==> config.mk <==
export PLATFORM = sky130hd
export DESIGN_NAME = parking_traffic_gen_flat
export DESIGN_NICKNAME = d
export VERILOG_FILES = /design/src/rtl/parking_traffic_gen_if.sv /design/src/rtl/parking_traffic_gen.sv /design/src/flat_wrapper.sv
export SDC_FILE = /design/constraint.sdc
export NUM_CORES = 1
export LEC_CHECK = 0
export ABC_AREA = 1
export CORE_MARGIN = 2
export CORE_UTILIZATION = 40
export CTS_BUF_LIST = sky130_fd_sc_hd__clkbuf_2
export CTS_CLUSTER_DIAMETER = 60
export DETAILED_ROUTE_END_ITERATION = 16
export PLACE_DENSITY = 0.7
export RECOVER_POWER = 100
export SLEW_MARGIN = 0
export SYNTH_ARGS = -nofsm -noshare
export SYNTH_HDL_FRONTEND = slang
export SYNTH_SLANG_ARGS = --single-unit
==> constraint.sdc <==
create_clock -name clk -period 4.46 [get_ports clk]
set_input_delay 0.669 -clock clk [delete_from_list [all_inputs] [get_ports clk]]
set_output_delay 0.669 -clock clk [all_outputs]
set_load 0.05 [all_outputs]
==> src/rtl/parking_traffic_gen_if.sv <==
// Signal bundle between the vehicle-side traffic generator and its user/controller side.
// The generator uses the master modport; the controller or bench uses the slave modport.
interface parking_traffic_gen_if;
    logic       start;
    logic [1:0] wrong_attempts;
    logic       tailgate;
    logic       gateState;
    logic       blockAlarm;
    logic       wrongPinAlarm;
    logic       sensorA;
    logic       sensorB;
    logic [7:0] pass;
    logic       busy;
    logic       done;
    logic [1:0] result;
    logic       pin_alarm_seen;

    modport master (
        input  start, wrong_attempts, tailgate, gateState, blockAlarm, wrongPinAlarm,
        output sensorA, sensorB, pass, busy, done, result, pin_alarm_seen
    );

    modport slave (
        output start, wrong_attempts, tailgate, gateState, blockAlarm, wrongPinAlarm,
        input  sensorA, sensorB, pass, busy, done, result, pin_alarm_seen
    );
endinterface

==> src/rtl/parking_traffic_gen.sv <==
// Vehicle-side driver for a parking-gate controller: plays one arrive/PIN/cross/exit
// transaction per start request and reports an outcome code.
module parking_traffic_gen #(
    parameter logic [7:0]  PIN          = 8'h7B,
    parameter int unsigned ARRIVE_CYC   = 4,
    parameter int unsigned PIN_HOLD     = 2,
    parameter int unsigned PIN_GAP      = 2,
    parameter int unsigned GATE_TIMEOUT = 20,
    parameter int unsigned CROSS_CYC    = 3,
    parameter int unsigned EXIT_CYC     = 3
) (
    input logic                    clk,
    input logic                    rst_n,
    parking_traffic_gen_if.master  bus
);

    localparam logic [1:0] ResOk      = 2'b00;
    localparam logic [1:0] ResTimeout = 2'b01;
    localparam logic [1:0] ResBlocked = 2'b10;

    // Timer counts down to zero, so each phase loads its length minus one.
    localparam logic [15:0] ArriveLd  = 16'(ARRIVE_CYC - 1);
    localparam logic [15:0] PinLd     = 16'(PIN_HOLD - 1);
    localparam logic [15:0] GapLd     = 16'(PIN_GAP - 1);
    localparam logic [15:0] TimeoutLd = 16'(GATE_TIMEOUT - 1);
    localparam logic [15:0] CrossLd   = 16'(CROSS_CYC - 1);
    localparam logic [15:0] ExitLd    = 16'(EXIT_CYC - 1);

    typedef enum logic [3:0] {
        StIdle, StArrive, StPin, StGap, StWait, StCross, StExit, StTail, StDone
    } state_e;

    state_e      state_q, state_d;
    logic [15:0] timer_q, timer_d;
    logic [1:0]  attempt_q, attempt_d;
    logic [1:0]  wrong_q, wrong_d;
    logic        tail_q, tail_d;
    logic [1:0]  result_q, result_d;
    logic        alarm_q, alarm_d;
    logic        sensor_a_q, sensor_a_d;
    logic        sensor_b_q, sensor_b_d;
    logic [7:0]  pass_q, pass_d;
    logic        busy_q, busy_d;
    logic        done_q, done_d;

    always_comb begin
        state_d   = state_q;
        timer_d   = (timer_q != 16'd0) ? timer_q - 16'd1 : timer_q;
        attempt_d = attempt_q;
        wrong_d   = wrong_q;
        tail_d    = tail_q;
        result_d  = result_q;
        alarm_d   = alarm_q | ((state_q != StIdle) & bus.wrongPinAlarm);

        case (state_q)
            StIdle: begin
                if (bus.start) begin
                    state_d   = StArrive;
                    wrong_d   = bus.wrong_attempts;
                    tail_d    = bus.tailgate;
                    attempt_d = 2'd0;
                    result_d  = ResOk;
                    alarm_d   = 1'b0;
                end
            end
            StArrive: if (timer_q == 16'd0) state_d = StPin;
            StPin: begin
                if (timer_q == 16'd0) state_d = (attempt_q < wrong_q) ? StGap : StWait;
            end
            StGap: begin
                if (timer_q == 16'd0) begin
                    attempt_d = attempt_q + 2'd1;
                    state_d   = StPin;
                end
            end
            StWait: begin
                // A gate response in the final timeout cycle still counts.
                if (bus.gateState) begin
                    state_d = StCross;
                end else if (timer_q == 16'd0) begin
                    state_d  = StDone;
                    result_d = ResTimeout;
                end
            end
            StCross: if (timer_q == 16'd0) state_d = tail_q ? StTail : StExit;
            StExit: begin
                if (timer_q == 16'd0) begin
                    state_d  = StDone;
                    result_d = ResOk;
                end
            end
            StTail: begin
                if (timer_q == 16'd0) begin
                    state_d  = StDone;
                    result_d = ResTimeout;
                end
            end
            StDone:  state_d = StIdle;
            default: state_d = StIdle;
        endcase

        // Block alarm pre-empts whatever the active state wanted to do.
        if (bus.blockAlarm && state_q != StIdle && state_q != StDone) begin
            state_d  = StDone;
            result_d = ResBlocked;
        end

        if (state_d != state_q) begin
            case (state_d)
                StArrive: timer_d = ArriveLd;
                StPin:    timer_d = PinLd;
                StGap:    timer_d = GapLd;
                StWait:   timer_d = TimeoutLd;
                StCross:  timer_d = CrossLd;
                StExit:   timer_d = ExitLd;
                StTail:   timer_d = TimeoutLd;
                default:  timer_d = 16'd0;
            endcase
        end
    end

    // Outputs are decoded from the next state so the registers track the state register.
    always_comb begin
        sensor_a_d = 1'b0;
        sensor_b_d = 1'b0;
        pass_d     = 8'h00;
        busy_d     = (state_d != StIdle);
        done_d     = (state_d == StDone);
        case (state_d)
            StArrive, StGap, StWait: sensor_a_d = 1'b1;
            StPin: begin
                sensor_a_d = 1'b1;
                pass_d     = (attempt_d < wrong_d) ? (PIN ^ 8'hFF) : PIN;
            end
            StCross, StTail: begin
                sensor_a_d = 1'b1;
                sensor_b_d = 1'b1;
            end
            StExit:  sensor_b_d = 1'b1;
            default: ;
        endcase
    end

    always_ff @(posedge clk or negedge rst_n) begin
        if (!rst_n) begin
            state_q    <= StIdle;
            timer_q    <= 16'd0;
            attempt_q  <= 2'd0;
            wrong_q    <= 2'd0;
            tail_q     <= 1'b0;
            result_q   <= 2'b00;
            alarm_q    <= 1'b0;
            sensor_a_q <= 1'b0;
            sensor_b_q <= 1'b0;
            pass_q     <= 8'h00;
            busy_q     <= 1'b0;
            done_q     <= 1'b0;
        end else begin
            state_q    <= state_d;
            timer_q    <= timer_d;
            attempt_q  <= attempt_d;
            wrong_q    <= wrong_d;
            tail_q     <= tail_d;
            result_q   <= result_d;
            alarm_q    <= alarm_d;
            sensor_a_q <= sensor_a_d;
            sensor_b_q <= sensor_b_d;
            pass_q     <= pass_d;
            busy_q     <= busy_d;
            done_q     <= done_d;
        end
    end

    assign bus.sensorA        = sensor_a_q;
    assign bus.sensorB        = sensor_b_q;
    assign bus.pass           = pass_q;
    assign bus.busy           = busy_q;
    assign bus.done           = done_q;
    assign bus.result         = result_q;
    assign bus.pin_alarm_seen = alarm_q;

endmodule

==> src/flat_wrapper.sv <==
// flat-port wrapper written by rule: the top's interface ports become plain ports
module parking_traffic_gen_flat 
#(
    parameter logic [7:0]  PIN          = 8'h7B,
    parameter int unsigned ARRIVE_CYC   = 4,
    parameter int unsigned PIN_HOLD     = 2,
    parameter int unsigned PIN_GAP      = 2,
    parameter int unsigned GATE_TIMEOUT = 20,
    parameter int unsigned CROSS_CYC    = 3,
    parameter int unsigned EXIT_CYC     = 3
)
  (clk, rst_n, bus_start, bus_wrong_attempts, bus_tailgate, bus_gateState, bus_blockAlarm, bus_wrongPinAlarm, bus_sensorA, bus_sensorB, bus_pass, bus_busy, bus_done, bus_result, bus_pin_alarm_seen);
  parking_traffic_gen_if bus_i ();
  input logic clk;
  input logic rst_n;
  input wire logic [$bits(bus_i.start)-1:0] bus_start;
  input wire logic [$bits(bus_i.wrong_attempts)-1:0] bus_wrong_attempts;
  input wire logic [$bits(bus_i.tailgate)-1:0] bus_tailgate;
  input wire logic [$bits(bus_i.gateState)-1:0] bus_gateState;
  input wire logic [$bits(bus_i.blockAlarm)-1:0] bus_blockAlarm;
  input wire logic [$bits(bus_i.wrongPinAlarm)-1:0] bus_wrongPinAlarm;
  output wire logic [$bits(bus_i.sensorA)-1:0] bus_sensorA;
  output wire logic [$bits(bus_i.sensorB)-1:0] bus_sensorB;
  output wire logic [$bits(bus_i.pass)-1:0] bus_pass;
  output wire logic [$bits(bus_i.busy)-1:0] bus_busy;
  output wire logic [$bits(bus_i.done)-1:0] bus_done;
  output wire logic [$bits(bus_i.result)-1:0] bus_result;
  output wire logic [$bits(bus_i.pin_alarm_seen)-1:0] bus_pin_alarm_seen;
  assign bus_i.start = bus_start;
  assign bus_i.wrong_attempts = bus_wrong_attempts;
  assign bus_i.tailgate = bus_tailgate;
  assign bus_i.gateState = bus_gateState;
  assign bus_i.blockAlarm = bus_blockAlarm;
  assign bus_i.wrongPinAlarm = bus_wrongPinAlarm;
  assign bus_sensorA = bus_i.sensorA;
  assign bus_sensorB = bus_i.sensorB;
  assign bus_pass = bus_i.pass;
  assign bus_busy = bus_i.busy;
  assign bus_done = bus_i.done;
  assign bus_result = bus_i.result;
  assign bus_pin_alarm_seen = bus_i.pin_alarm_seen;
  parking_traffic_gen #(.PIN(PIN), .ARRIVE_CYC(ARRIVE_CYC), .PIN_HOLD(PIN_HOLD), .PIN_GAP(PIN_GAP), .GATE_TIMEOUT(GATE_TIMEOUT), .CROSS_CYC(CROSS_CYC), .EXIT_CYC(EXIT_CYC)) u_core (.clk(clk), .rst_n(rst_n), .bus(bus_i));
endmodule
# == Yosys cells after proc, flatten, opt, wreduce, memory -nomap -nowiden ==
# Cells that the tools add are included.
# Widths: inputs -> output; s select.
# classes
add_sub_neg,2
magnitude_cmp,2
n_eq_ne,20
n_mux,30
bitwise,2
n_reduce_logical,18
# op_table
op,count
$eq 4x3->1 const B,8
$mux 16,2
$mux 4,7
$pmux 4 s6,1
$pmux 5 s4,1
$mux 2,9
$eq 4x2->1 const B,4
$logic_not 16->1,1
$mux 8,2
$reduce_bool 16->1,1
$sub 16x1->16 const B,1
$reduce_or 2->1,5
$eq 4x1->1 const B,2
$pmux 2 s4,1
$reduce_bool 4->1,2
$ne 3x2->1 const B,2
$reduce_or 6->1,1
$mux 1,5
$reduce_bool 5->1,1
$eq 4x4->1 const B,1
$logic_not 4->1,1
$lt 2x2->1,2
$ne 4x4->1,1
$ne 4x4->1 const B,1
other kinds (11),12
# word_totals
register_bits,40
inputBits,9

# == Logic depth before layout (Yosys ltp) ==
# logic_depth
word_depth,9
ltp_mapped,16
mapped_depth_nobuf,16

# == Worst setup path after synthesis ==
# OpenSTA, ideal clock, no wires.
# synth_path
path_type,register to register
from,reg u_core.timer_q[0]
to,reg u_core.pass_q[2] (netlist: u_core.bus.pass[2])
setup_time_ns,0.071
arrival_time_ns,2.046
required_ns,4.389
slack_ns,2.343
path_stages_with_launch,13
path_cell_list,dfrtp_1 inv_1 ha_1 nand2_2 nor2_2 nand2_4 buf_6 o311ai_0 o41ai_1 ha_1 a21oi_1 inv_1 nor2_1
# synth_via
word_cells_on_any_way,14
# synth_lines
element,line,source
start: declaration,parking_traffic_gen.sv:34,"logic [15:0] timer_q, timer_d;"
start signal: assignment,parking_traffic_gen.sv:160,timer_q <= timer_d;
$logic_not 16->1,parking_traffic_gen.sv:71,if (timer_q == 16'd0) begin
$mux 2,parking_traffic_gen.sv:71,
$pmux 2 s2,parking_traffic_gen.sv:55,case (state_q)
net u_core.attempt_d[1],parking_traffic_gen.sv:35,"logic [1:0] attempt_q, attempt_d;"
$lt 2x2->1,parking_traffic_gen.sv:133,pass_d = (attempt_d < wrong_d) ? (PIN ^ 8'hFF) : PIN;
$mux 8,parking_traffic_gen.sv:133,
$mux 8,parking_traffic_gen.sv:129,case (state_d)
net u_core.pass_d[2],parking_traffic_gen.sv:42,"logic [7:0] pass_q, pass_d;"
end signal: assignment,parking_traffic_gen.sv:168,pass_q <= pass_d;
end: declaration,parking_traffic_gen.sv:42,
# The timed path passes the listed nets, and every way through them passes these cells.
# A chain may end at the register's enable or synchronous reset.

# == Worst setup path after layout ==
# layout_path
from,reg u_core.timer_q[0]
to,reg u_core.timer_q[15]
# layout_via
elab_chain_len,7
word_cells_on_any_way,14
# layout_lines
element,line,source
$logic_not 16->1,-,
$mux 4,"parking_traffic_gen.sv:80, parking_traffic_gen.sv:87, parking_traffic_gen.sv:93",
$mux 4,parking_traffic_gen.sv:78,if (bus.gateState) begin
$pmux 4 s6,parking_traffic_gen.sv:55,
$mux 4,parking_traffic_gen.sv:103,if (bus.blockAlarm && state_q != StIdle && state_q != StDone) begin
$ne 4x4->1,parking_traffic_gen.sv:108,if (state_d != state_q) begin
$mux 16 / $reduce_bool 2->1 (equally long branches),-,
# Several ways; a longest one is shown, not always the timed one. The select of a mux whose other input is x is not followed.

==> out/results.txt <==
status: finished with violations
violated checks: max-capacitance violations, max-slew violations
CP peak stage delay: 440 ps
# placed instances: 342
share of layout cells above drive strength 1: 9.89%
First DRT Iteration DRCs: 65
Flop pwr share: 28.3%
clock sinks: 34
root buf cell: clkbuf_2
GRT overflow: 0
Antenna diodes: 0
LEAKAGE: 1.24 nW
CP Max Fanout: 16
number of gates resized after CTS: 0
Hold Crit Endpoint: u_core.bus.pin_alarm_seen$_DFF_PN0_
register area share after synthesis: 42.1%
CTS clk-pin slew, worst paths: 180 ps
Slew @ Worst Pin: 1850 ps
switching pwr: 0.962 mW
launch point of the worst reg-to-reg path: u_core.timer_q[0]$_DFFE_PN0P_
most frequent cells in the layout: nand2_1 (72), dfrtp_1 (34), inv_1 (31)
CTS tree: built
synthesized area: 0.00202 mm²
post-synth top area share: 42.1%
Synth Warn #: 0
R2R Setup Slk: 1770 ps
Netlist cell types: 25
H-tree depth: 2
Worst VDD drop: 0.392 mV
Final Non-Filler Cells: 350
slew margin rel.: -23.3%
core area: 0.00479 mm²
DRC: 0
worst reg2reg path depth: 14
first-pass GRT wire length: 6840 µm
initial antenna violation count: 0
total CTS buffers: 5
setup_tns: 0 ps
CP Launch Type: flop
minimum clock period: 2690 ps
crit path buf inv count: 1
Setup Skew: 19.6 ps
Peak Freq: 0.371 GHz
# fillers: 515
clock latency on the worst-skew pair: 390 ps
I/O Buffers: 23
via count of the routed design: 1,658
ranking of synthesized cells by area: dfrtp_1 (42%), nand2_1 (12%), inv_1 (5.8%)
Hold Path Class: reg2reg
power per cell area: 787 mW/mm²
combinational power share: 63.9%
syn nets: 271
RSZ-0062 raised after global routing: false
Pint: 0.829 mW
WP data required: 4760 ps
crit-path cells: inv_1 > ha_1 > nand2_1 > nor2_1 > nand2_1 > nand2_1 > nand2_1 > nor2_1 > nand2_1 > nand2_1 > nand2_1 > nand2_1 > nand3_4 > nor3_1
Worst Path Arrival: 2990 ps
Seq cells post-synth: 34
crit end category: flop
Slowest cell on crit path: dfrtp_1
Sw Ratio: 53.7%
routed vias/inst: 4.74
launch point of the critical path: u_core.timer_q[0]$_DFFE_PN0P_
Reg-to-Reg End: u_core.timer_q[15]$_DFFE_PN0P_
layout net count: 294
vias in the first global route: 1,613
Final HPWL DP: 2870 µm
postcts setup bufs: 0
WL/cell: 11.0 µm
Final Hold Viols: 0
site row count: 25
Hold Buf Count CTS: 0
Die X: 75.1 µm
io pins: 24
Crit path max-delay family: simple AND/OR/NAND/NOR gates
final setup fails: 0
Hold Crit Start: u_core.bus.pin_alarm_seen$_DFF_PN0_
gr usage total: 16.0%
Max Root-Sink Buffers: 2
starting density of the core: 42.2%
RD Place Congestion: 0.875
Crit Path Category: reg2reg
final wirelength: 3840 µm
Clk pwr share: 7.8%
Min Hold Slack: 523 ps
die area: 0.00564 mm²
Avg Inst Size Synth: 7.80 µm²
largest net degree at the start of global routing: 35
post-route cell area: 0.00227 mm²
post-route ant nets: 0
max-slew violations: 35
Synth area leader: dfrtp_1
period utilisation layout: 60.4%
commonest non-fill, non-tap cell in the layout: nand2_1
Placed Area: 0.00227 mm²
detailed-router iteration count before antenna repair: 5
hold depth: 2
Area Growth Syn to Fin: 12.6%
total of max-cap violations: 1
cell mode on critical path: nand2_1
Mapped Cells: 259
Die Y-Extent: 75.1 µm
## cell type report
class                      instances  area [µm²]  area share (%)
clock buffer                       5        25.0            1.10
clock inverter                     3        11.3           0.495
inverter                          33         124            5.45
multi-input combinational        184         946            41.6
sequential                        34         851            37.4
tap                               67        83.8            3.69
timing repair buffer              24         234            10.3
## how the worst max path moves through the flow
| stage | to | slack [ps] | cells after the start |
|---|---|---|---|
| after floorplan | u_core.bus.pass[2]$_DFF_PN0_ | 2340 | 12 |
| after global placement | u_core.timer_q[15]$_DFFE_PN0P_ | 2010 | 11 |
| after detailed placement | u_core.timer_q[2]$_DFFE_PN0P_ | 1930 | 11 |
| after CTS | u_core.timer_q[15]$_DFFE_PN0P_ | 2070 | 14 |
| after global routing | u_core.timer_q[15]$_DFFE_PN0P_ | 1420 | 14 |
| final | u_core.timer_q[15]$_DFFE_PN0P_ | 1770 | 14 |
## power groups by stage
stage          registers (mW)  logic (mW)  clock network (mW)
6_report                0.507        1.14               0.139
5_1_grt                 0.521        1.32               0.158
4_1_cts                 0.509        1.22               0.144
3_5_place_dp            0.514        1.22                   0
3_3_place_gp            0.513        1.19                   0
2_1_floorplan           0.586       0.935                   0
## worst reg2reg max path, stage by stage, from the launching register on
cell	delay (ps)
dfrtp_1	440
inv_1	70
ha_1	170
nand2_1	120
nor2_1	160
nand2_1	370
nand2_1	160
nand2_1	90
nor2_1	100
nand2_1	70
nand2_1	120
nand2_1	70
nand2_1	190
nand3_4	250
nor3_1	240
## cell families (layout without fill, tap and decap cells)
group	after synthesis	count (layout)	synth area share [%]
and+or+nand+nor	151	151	36.3
buffers and inverters	41	65	9.47
DFF	34	34	42.1
AOI/OAI and AO/OA	18	18	5.02
xor gates and xnor gates	12	12	5.20
adders and majority gates	3	3	1.86
## stage by stage
stage               setup WS (ps)  utilization, %  total power [mW]
global route                 1420            47.5              2.00
floorplan                    2340               -              1.52
detailed placement           1930            47.5              1.73
global placement             2010            47.5              1.71
CTS                          2070            48.3              1.88
finish                       1770            47.5              1.79
## cells in the mapped netlist
library cell,n
nand2_4,2
nor2_2,15
buf_6,2
nand2_2,5
inv_2,2
nor3_1,6
nor2_1,23
a21oi_1,8
nor4_1,1
xnor2_1,4
buf_4,6
inv_1,31
nand3_4,1
o311ai_0,1
nand3_1,19
nand4_1,3
o2111ai_1,1
or2_2,4
ha_1,3
nand2_1,67
o21ai_0,7
dfrtp_1,34
xor2_1,8
nor2_4,5
o41ai_1,1
## per-layer routing
metal	track usage [%]	wire length, µm	vias up
met1	19.2	1820	769
met5	0	0	-
met3	4.15	158	5
li1	-	-	851
met4	5.95	61	0
met2	27.5	1800	33
## registers in the layout, summed over array words and instances, names as in the netlist, 2 cells and up
name               flops
u_core.wrong_q         2
u_core.attempt_q       2
u_core.state_q         4
u_core.bus.pass        2
u_core.bus.result      2
u_core.timer_q        16
No activity file was read; power rests on OpenSTA's default activity.
